<file path="src/rtl/mp_addsub_pkg.sv">
// Shared types and helpers for the multi-precision add/subtract sequencer.
//   mp_state_t : sequencer FSM states
//   idx_width  : width of the word index register for a given word count
package mp_addsub_pkg;

  typedef enum logic [1:0] {IDLE, RUN, DONE} mp_state_t;

  // A single-word configuration still needs a 1-bit index register.
  function automatic int idx_width(input int words);
    return (words > 1) ? $clog2(words) : 1;
  endfunction

endpackage

</file>
<file path="src/rtl/claAddSubGen.sv">
// M-bit carry-lookahead add/subtract slice.
//   x, y : operands (two's complement)
//   sub  : 0 -> {cout,out} = x + y + cin ; 1 -> {cout,out} = x - y - cin
//   cin  : carry-in (add) or borrow-in (sub)
//   out  : M-bit result
//   cout : carry-out (add) or borrow-out (sub)
//   v    : signed overflow of this slice, judged on its own top bit
//   g, p : bitwise generate / propagate terms
module claAddSubGen #(
  parameter int M = 32
) (
  input  logic [M-1:0] x,
  input  logic [M-1:0] y,
  input  logic         sub,
  input  logic         cin,
  output logic [M-1:0] out,
  output logic         cout,
  output logic         v,
  output logic [M-1:0] g,
  output logic [M-1:0] p
);

  logic [M-1:0] y_eff;
  logic [M:0]   c;

  // Subtraction is x + ~y + ~borrow; the borrow-out is the inverted carry.
  assign y_eff = y ^ {M{sub}};
  assign g     = x & y_eff;
  assign p     = x ^ y_eff;

  always_comb begin
    c    = '0;
    c[0] = cin ^ sub;
    for (int i = 0; i < M; i++) begin
      c[i+1] = g[i] | (p[i] & c[i]);
    end
  end

  assign out  = p ^ c[M-1:0];
  assign cout = c[M] ^ sub;
  assign v    = c[M] ^ c[M-1];

endmodule

</file>
<file path="src/rtl/mp_addsub_seq.sv">
// Multi-precision add/subtract sequencer. Processes WORDS*M-bit operands one
// M-bit word per clock (least-significant first) through a single
// claAddSubGen slice, chaining carry/borrow between words.
//   clk, rst         : clock (rising edge), asynchronous active-high reset
//   in_valid/ready   : request handshake; in_sub, in_cin, in_x, in_y operands
//   out_valid/ready  : result handshake; out_sum, out_cout, out_v results
module mp_addsub_seq
  import mp_addsub_pkg::*;
#(
  parameter int M     = 32,
  parameter int WORDS = 4
) (
  input  logic                 clk,
  input  logic                 rst,
  input  logic                 in_valid,
  output logic                 in_ready,
  input  logic                 in_sub,
  input  logic                 in_cin,
  input  logic [WORDS*M-1:0]   in_x,
  input  logic [WORDS*M-1:0]   in_y,
  output logic                 out_valid,
  input  logic                 out_ready,
  output logic [WORDS*M-1:0]   out_sum,
  output logic                 out_cout,
  output logic                 out_v
);

  localparam int                W        = WORDS * M;
  localparam int                IDX_W    = idx_width(WORDS);
  localparam logic [IDX_W-1:0]  LAST_IDX = IDX_W'(WORDS - 1);

  mp_state_t        state_q, state_d;
  logic [IDX_W-1:0] idx_q, idx_d;
  logic             carry_q, carry_d;
  logic             sub_q, sub_d;
  logic [W-1:0]     x_q, x_d;
  logic [W-1:0]     y_q, y_d;
  logic [W-1:0]     sum_q, sum_d;
  logic             cout_q, cout_d;
  logic             v_q, v_d;

  logic [M-1:0]     slice_out;
  logic             slice_cout;
  logic             slice_v;

  // Operand registers shift right each RUN cycle so the current word is
  // always in the low M bits.
  claAddSubGen #(.M(M)) u_slice (
    .x    (x_q[M-1:0]),
    .y    (y_q[M-1:0]),
    .sub  (sub_q),
    .cin  (carry_q),
    .out  (slice_out),
    .cout (slice_cout),
    .v    (slice_v),
    .g    (),
    .p    ()
  );

  always_comb begin
    state_d = state_q;
    idx_d   = idx_q;
    carry_d = carry_q;
    sub_d   = sub_q;
    x_d     = x_q;
    y_d     = y_q;
    sum_d   = sum_q;
    cout_d  = cout_q;
    v_d     = v_q;
    unique case (state_q)
      IDLE: begin
        if (in_valid) begin
          x_d     = in_x;
          y_d     = in_y;
          sub_d   = in_sub;
          carry_d = in_cin;  // word 0 takes the request's carry/borrow-in
          idx_d   = '0;
          state_d = RUN;
        end
      end
      RUN: begin
        sum_d[idx_q*M +: M] = slice_out;
        carry_d = slice_cout;
        x_d     = x_q >> M;
        y_d     = y_q >> M;
        if (idx_q == LAST_IDX) begin
          // Only the top word's overflow describes the full-width operation.
          cout_d  = slice_cout;
          v_d     = slice_v;
          state_d = DONE;
        end else begin
          idx_d = idx_q + 1'b1;
        end
      end
      DONE: begin
        if (out_ready) state_d = IDLE;
      end
      default: state_d = IDLE;
    endcase
  end

  always_ff @(posedge clk or posedge rst) begin
    if (rst) begin
      state_q <= IDLE;
      idx_q   <= '0;
      carry_q <= 1'b0;
      sum_q   <= '0;
      cout_q  <= 1'b0;
      v_q     <= 1'b0;
    end else begin
      state_q <= state_d;
      idx_q   <= idx_d;
      carry_q <= carry_d;
      sum_q   <= sum_d;
      cout_q  <= cout_d;
      v_q     <= v_d;
    end
  end

  // Operand latches carry no meaning until a request is accepted.
  always_ff @(posedge clk) begin
    x_q   <= x_d;
    y_q   <= y_d;
    sub_q <= sub_d;
  end

  assign in_ready  = (state_q == IDLE);
  assign out_valid = (state_q == DONE);
  assign out_sum   = sum_q;
  assign out_cout  = cout_q;
  assign out_v     = v_q;

endmodule
</file>
<file path="config.mk">
export PLATFORM = sky130hd
export DESIGN_NAME = mp_addsub_seq
export DESIGN_NICKNAME = d
export VERILOG_FILES = /design/src/rtl/mp_addsub_pkg.sv /design/src/rtl/claAddSubGen.sv /design/src/rtl/mp_addsub_seq.sv
export SDC_FILE = /design/constraint.sdc
export NUM_CORES = 1
export LEC_CHECK = 0
export BUFFER_PORTS_ARGS = -buffer_cell sky130_fd_sc_hd__buf_2
export CORE_MARGIN = 8
export CORE_UTILIZATION = 54
export CTS_CLUSTER_DIAMETER = 30
export CTS_CLUSTER_SIZE = 12
export DETAILED_ROUTE_END_ITERATION = 7
export GPL_ROUTABILITY_DRIVEN = 0
export GPL_TIMING_DRIVEN = 0
export PLACE_DENSITY = 0.85
export SLEW_MARGIN = 40
export SYNTH_ARGS = -nofsm -noshare
export SYNTH_HDL_FRONTEND = slang
export SYNTH_SLANG_ARGS = --single-unit
</file>
<file path="constraint.sdc">
create_clock -name clk -period 16.1 [get_ports clk]
set_input_delay 3.22 -clock clk [delete_from_list [all_inputs] [get_ports clk]]
set_output_delay 3.22 -clock clk [all_outputs]
set_load 0.02 [all_outputs]
</file>
# After elaboration in Yosys (flattened, before gate mapping)
# Cells that the tools add are included.
# W data, S select, Z words.
# word_totals
inputBits,262
reg_bits,392
# classes
add_sub_neg,2
reduce_logical,7
n_bitwise,71
n_mux,14
n_shift,2
n_eq_ne,7
# ops
operator,count
$pmux W128 S2,2
$mux W128,2
$bwmux W128,1
$shift A32 B34 Y128 const A,1
$shiftx A32 B34 Y128,1
$xor A32 B32 Y32,3
$neg A7 Y34,1
$and A1 B1 Y1,32
$and A32 B32 Y32,1
$or A1 B1 Y1,32
$mux W2,5
$ne A2 B2 Y1 const B,3
$pmux W2 S3,1
$reduce_and A2 Y1,3
$reduce_and A3 Y1,2
$eq A2 B2 Y1 const B,2
$pmux W2 S2,1
$xor A1 B1 Y1,3
$add A2 B1 Y2 const B,1
$eq A2 B1 Y1 const B,1
$logic_not A2 Y1,1
$ne A2 B1 Y1 const B,1
$pmux W1 S2,1
$reduce_bool A2 Y1,1
$mux W1,1

# Logic depth before layout (Yosys ltp)
# depth
word_depth,68
ltp_mapped,37

# Modules after synthesis
# From an unflattened synthesis, not the netlist that was laid out.
# unflattened
hier_cells,1322
hier_area_um2,18342.6
# modules_own_cells
module,n_inst,seq_area_each_um2,cells_each,area_each_um2
mp_addsub_seq,1,11095.6,1119,16366.9
claAddSubGen,1,0.0,203,1975.6

# Worst setup path after synthesis
# OpenSTA, ideal clock, no wires.
# synth_path
path_kind,register -> register
startpoint,register sub_q
endpoint,register carry_q
setup_slack_ns,2.255
path_stages_with_launch,38
arrival_time_ns,13.719
required_ns,15.974
path_buffers,2
path_cell_list,edfxtp_1 > clkbuf_1 > buf_2 > xor2_1 > fa_1 > fa_1 > fa_1 > fa_1 > fa_1 > fa_1 > fa_1 > fa_1 > fa_1 > fa_1 > fa_1 > fa_1 > fa_1 > fa_1 > [2 not listed] > fa_1 > fa_1 > fa_1 > fa_1 > fa_1 > fa_1 > fa_1 > fa_1 > fa_1 > fa_1 > fa_1 > fa_1 > fa_1 > fa_1 > fa_1 > fa_1 > xor2_1 > a221o_1
# synth_via
elab_chain_len,68
word_cells_on_any_way,70
cone_classes,mux (1); bitwise (69)
# synth_rtl
element,line_no,text
start: declaration,mp_addsub_seq.sv:35,"logic sub_q, sub_d;"
start signal: assignment,mp_addsub_seq.sv:124,sub_q <= sub_d;
$xor A32 B32 Y32,claAddSubGen.sv:27,assign y_eff = y ^ {M{sub}};
$xor A32 B32 Y32,claAddSubGen.sv:29,assign p = x ^ y_eff;
$and A1 B1 Y1,claAddSubGen.sv:35,c[i+1] = g[i] | (p[i] & c[i]);
$or A1 B1 Y1,claAddSubGen.sv:35,
$and A1 B1 Y1,claAddSubGen.sv:35,
$or A1 B1 Y1,claAddSubGen.sv:35,
$and A1 B1 Y1,claAddSubGen.sv:35,
$or A1 B1 Y1,claAddSubGen.sv:35,
[52 not listed],--,
$and A1 B1 Y1,claAddSubGen.sv:35,
$or A1 B1 Y1,claAddSubGen.sv:35,
$and A1 B1 Y1,claAddSubGen.sv:35,
$or A1 B1 Y1,claAddSubGen.sv:35,
$and A1 B1 Y1,claAddSubGen.sv:35,
$or A1 B1 Y1,claAddSubGen.sv:35,
$xor A1 B1 Y1 *,claAddSubGen.sv:40,assign cout = c[M] ^ sub;
$pmux W1 S2 *,mp_addsub_seq.sv:70,unique case (state_q)
end signal: assignment,mp_addsub_seq.sv:113,carry_q <= carry_d;
end: declaration,mp_addsub_seq.sv:34,"logic carry_q, carry_d;"
# Every way passes the cells marked *; elsewhere a longest branch is shown, timed or not.
# A chain may end at the register's enable or synchronous reset.

# Worst setup path in the final report
# layout_path
startpoint,register sub_q
endpoint,"register sum_q[31], in the netlist out_sum[31]"
# layout_via
elab_chain_len,67
word_cells_on_any_way,69
cone_classes,shift (1); mux (1); bitwise (67)
# layout_rtl
element,line_no,text
$xor A32 B32 Y32,claAddSubGen.sv:27,
$xor A32 B32 Y32,claAddSubGen.sv:29,
$and A1 B1 Y1,claAddSubGen.sv:35,
$or A1 B1 Y1,claAddSubGen.sv:35,
$and A1 B1 Y1,claAddSubGen.sv:35,
$or A1 B1 Y1,claAddSubGen.sv:35,
$and A1 B1 Y1,claAddSubGen.sv:35,
$or A1 B1 Y1,claAddSubGen.sv:35,
[51 not listed],--,
$or A1 B1 Y1,claAddSubGen.sv:35,
$and A1 B1 Y1,claAddSubGen.sv:35,
$or A1 B1 Y1,claAddSubGen.sv:35,
$and A1 B1 Y1,claAddSubGen.sv:35,
$or A1 B1 Y1,claAddSubGen.sv:35,
$xor A32 B32 Y32 *,claAddSubGen.sv:39,assign out = p ^ c[M-1:0];
$shiftx A32 B34 Y128 *,mp_addsub_seq.sv:82,sum_d[idx_q*M +: M] = slice_out;
$bwmux W128 *,mp_addsub_seq.sv:82,
end signal: assignment,mp_addsub_seq.sv:114,sum_q <= sum_d;
end: declaration,mp_addsub_seq.sv:38,"logic [W-1:0] sum_q, sum_d;"
# Marked as above.

==> Implementation_results.wiki <==
{| class="wikitable"
! Metric !! Value
|-
| Number of failing hold endpoints at the final stage || 0
|-
| Startpoint class of the critical path || flip-flop
|-
| CTS tree || yes
|-
| TritonCTS buffer count || 81
|-
| VDD IR max || 0.000148 V
|-
| Number of iterations in the first detailed-routing pass || 5
|-
| Seq/Total Area, Yosys || 63.8%
|-
| Count of cells along the worst register-to-register path || 37
|-
| Standard cell core area || 31,600 µm²
|-
| Global-route track usage on met1 || 28.3%
|-
| Post-detailed-route via-to-cell ratio || 5.62
|-
| Critical Path Most Common Cell || fa_1
|-
| Average detailed-routed wire length per instance || 24.4 µm
|-
| CP bufs+invs || 2
|-
| Worst slew pin tran || 0.836 ns
|-
| Worst setup path class || flip-flop to flip-flop
|-
| Worst-case clock skew || 0.0223 ns
|-
| Worst-path fanout max || 10
|-
| Post-synthesis area per instance || 16.3 µm²
|-
| Pin count of the biggest net entering global routing || 89
|-
| Port Buffers || 393
|-
| Share of total power in combinational logic || 40.8%
|-
| Part of the power in registers || 31.6%
|-
| Minimum clock period after layout || 15.03 ns
|-
| Internal power summed over all cells || 3840 µW
|-
| Global-route met2 utilization || 43.8%
|-
| Reg clk slew, reported paths || 0.05 ns
|-
| Final HPWL DP || 35.9 mm
|-
| Flop2flop setup slack || 1.07 ns
|-
| Initial antenna violation count || 21
|-
| Number of placed instances, taps included || 1,866
|-
| Outcome || finished clean
|-
| Post-cts gate resize count || 0
|-
| Count of placed standard cells in the final layout, fillers left out || 2,031
|-
| Fin nets || 1,847
|-
| Share of power burned in the clock network || 27.7%
|-
| Arrival time worst endpoint || 15.48 ns
|-
| Post-synth design cell area || 17,400 µm²
|-
| Number of nets in the synthesized netlist || 1,367
|-
| Setup fix buffers added after clock tree synthesis || 0
|-
| Number of global-route vias before repair || 12,400
|-
| I/O pin count || 394
|-
| Pleak || 0.00983 µW
|-
| Number of remaining DRC errors || 0
|-
| Kind of path behind the tightest hold check || flip-flop to flip-flop
|-
| Cell count of the worst hold path || 1
|-
| Detailed-route via count || 11,400
|-
| Initial detailed-routing violation count || 763
|-
| Reg-to-reg endpoint || out_sum[31]
|-
| Most used flip-flop cell after synthesis || edfxtp_1
|-
| Number of synthesized register bits || 392
|-
| Reg-to-reg critical path startpoint || sub_q
|-
| Final setup violation count || 0
|-
| Yosys synthesis warning count || 0
|-
| Max clock buf depth || 3
|-
| Number of flops mapped to enable cells by yosys || 257
|-
| Post-synthesis async set-or-reset flop share || 34.4%
|-
| Sw power || 2250 µW
|-
| Sum of negative setup slack || 0 ns
|-
| Number of instances in the synthesized netlist || 1,067
|-
| Clock Sinks || 392
|-
| All-Layer GR Usage || 25.2%
|-
| Critical path's largest stage delay || 0.66 ns
|-
| Deepest level of the CTS H-tree || 3
|-
| Max-cap violations || 0
|-
| Die Span X || 195 µm
|-
| Height of the die || 195 µm
|-
| Power density over the cells || 267 nW/µm²
|-
| Clk_lat worst skew || 0.57 ns
|-
| Slew Viols, Final || 0
|-
| Starting Density || 54.9%
|-
| Relative slew margins || 44.3%
|-
| Yosys cell types || 36
|-
| Family with the most delay on the worst path || adder cells
|-
| Origin of the worst min-delay path || out_sum[106]
|-
| Total congestion overflow after global routing || 0
|-
| CTS root buffer || clkbuf_16
|-
| Synth-to-Final Area Change || 31.4%
|-
| Setup repair after global routing missed its margin || no
|-
| Antenna Violating Nets Remaining || 0
|-
| Row Count || 65
|-
| Final clock period utilization by the worst path || 93.3%
|-
| Global-route wire length before repair || 73.4 mm
|-
| Required time at the worst-slack endpoint || 16.56 ns
|-
| Routed Wire Length || 49.7 mm
|-
| CP max-delay cell || fa_1
|-
| End point of the worst hold path || out_sum[106]
|-
| Number of hold-repair buffers added at the cts stage || 0
|-
| Peak-usage layer in the global routing report || met2
|-
| Type of destination of the critical path || flip-flop
|-
| Achievable frequency || 66.5 MHz
|-
| Switching fraction of total power || 37.0%
|-
| Layout cell share with drive strength beyond 1 || 49.3%
|-
| Die area || 38,200 µm²
|-
| Met3 Track Usage GR || 7.79%
|}
-- cell usage after synthesis (2+ instances only) --
cell / instances / area share (%)
edfxtp_1: 257 / 44
mux2_2: 183 / 12
dfrtp_1: 135 / 19
nor2b_1: 67 / 2.4
a32o_1: 64 / 3.7
clkbuf_1: 39 / 0.84
inv_1: 37 / 0.80
nand3b_1: 35 / 1.5
xor2_1: 35 / 1.8
fa_1: 32 / 3.7
o2bb2ai_1: 32 / 1.6
nand2_1: 30 / 0.65
o32ai_2: 28 / 2.6
buf_6: 23 / 1.5
buf_2: 17 / 0.49
mux2_1: 11 / 0.71
buf_4: 7 / 0.30
ha_1: 6 / 0.43
nand2b_1: 3 / 0.11
nor4bb_1: 3 / 0.17
a211o_1: 2 / 0.10
and2_1: 2 / 0.072
and3_1: 2 / 0.072
and3b_1: 2 / 0.10
nand4b_1: 2 / 0.10
o22ai_1: 2 / 0.072
o32ai_1: 2 / 0.10
-- worst max path at each step --
stage | end | cells past startpoint | from
after detailed placement | carry_q | 37 | sub_q
final | out_sum[31] | 37 | sub_q
after floorplan | carry_q | 37 | sub_q
after CTS | out_sum[31] | 37 | sub_q
after global placement | carry_q | 37 | sub_q
after global routing | carry_q | 37 | sub_q
-- power groups by stage --
stage | Sequential (µW) | Clock, µW | Combinational, µW
2_1_floorplan | 2060 | 0 | 1480
3_3_place_gp | 1990 | 0 | 2390
3_5_place_dp | 1930 | 0 | 2470
4_1_cts | 1920 | 1700 | 2490
5_1_grt | 1960 | 1750 | 2650
6_report | 1920 | 1680 | 2480
-- per-stage QoR --
| stage | utilization, % | cell area, µm² | setup WS, ns | hold WS (ns) | power, µW |
|---|---|---|---|---|---|
| after floorplan | - | 17400 | 2.26 | 0.499 | 3540 |
| after global routing | 72.1 | 22800 | 0.680 | 0.504 | 6360 |
| after detailed placement | 63.1 | 20000 | 1.11 | 0.471 | 4390 |
| after CTS | 72.1 | 22800 | 1.02 | 0.484 | 6110 |
| final | 72.2 | 22800 | 1.07 | 0.484 | 6090 |
| after global placement | 62.7 | 19800 | 1.21 | 0.472 | 4370 |
-- state kept, by name, summed over array words and instances (netlist names) --
register / count
out_sum: 128
idx_q: 2
sub_q: 1
x_q: 128
carry_q: 1
y_q: 128
state_q: 2
out_cout: 1
out_v: 1
-- cells in the final DEF, fill, tap and decap left out, drive strengths merged, types with 2 or more instances in the layout --
cell / count
and2: 2
nor4bb: 3
nand2: 30
o2bb2ai: 32
inv: 45
nor2b: 67
and3: 2
dfrtp: 135
diode: 14
and3b: 2
a211o: 2
o22ai: 2
o32ai: 30
nand2b: 3
nand3b: 35
clkinv: 17
bufinv: 7
mux2: 194
clkbuf: 145
xor2: 35
buf: 444
clkinvlp: 14
ha: 6
fa: 32
edfxtp: 257
a32o: 64
nand4b: 2
-- cell families after synthesis --
kind of cell               synth area share [%]
DFF                                        63.8
muxes                                      12.6
and+or+nand+nor                            5.39
AOI/OAI and AO/OA                          8.37
buffers and inverters                      3.95
adders and majority gates                  4.12
xor gates and xnor gates                   1.76
-- cell type report --
type / instances / area, µm²
multi-input combinational: 551 / 5600
buffer: 87 / 548
fill: 1947 / 8810
clock inverter: 46 / 487
inverter: 37 / 154
sequential: 392 / 11100
timing repair buffer: 397 / 2080
antenna: 14 / 35.0
clock buffer: 105 / 2330
tap: 402 / 503
-- metal layers --
metal	wire length [µm]	up-vias
met1	18400	5723
met2	25500	523
met4	1560	16
met3	4120	106
li1	-	5045
met5	97	-
Power figures use the tool's default switching activity.
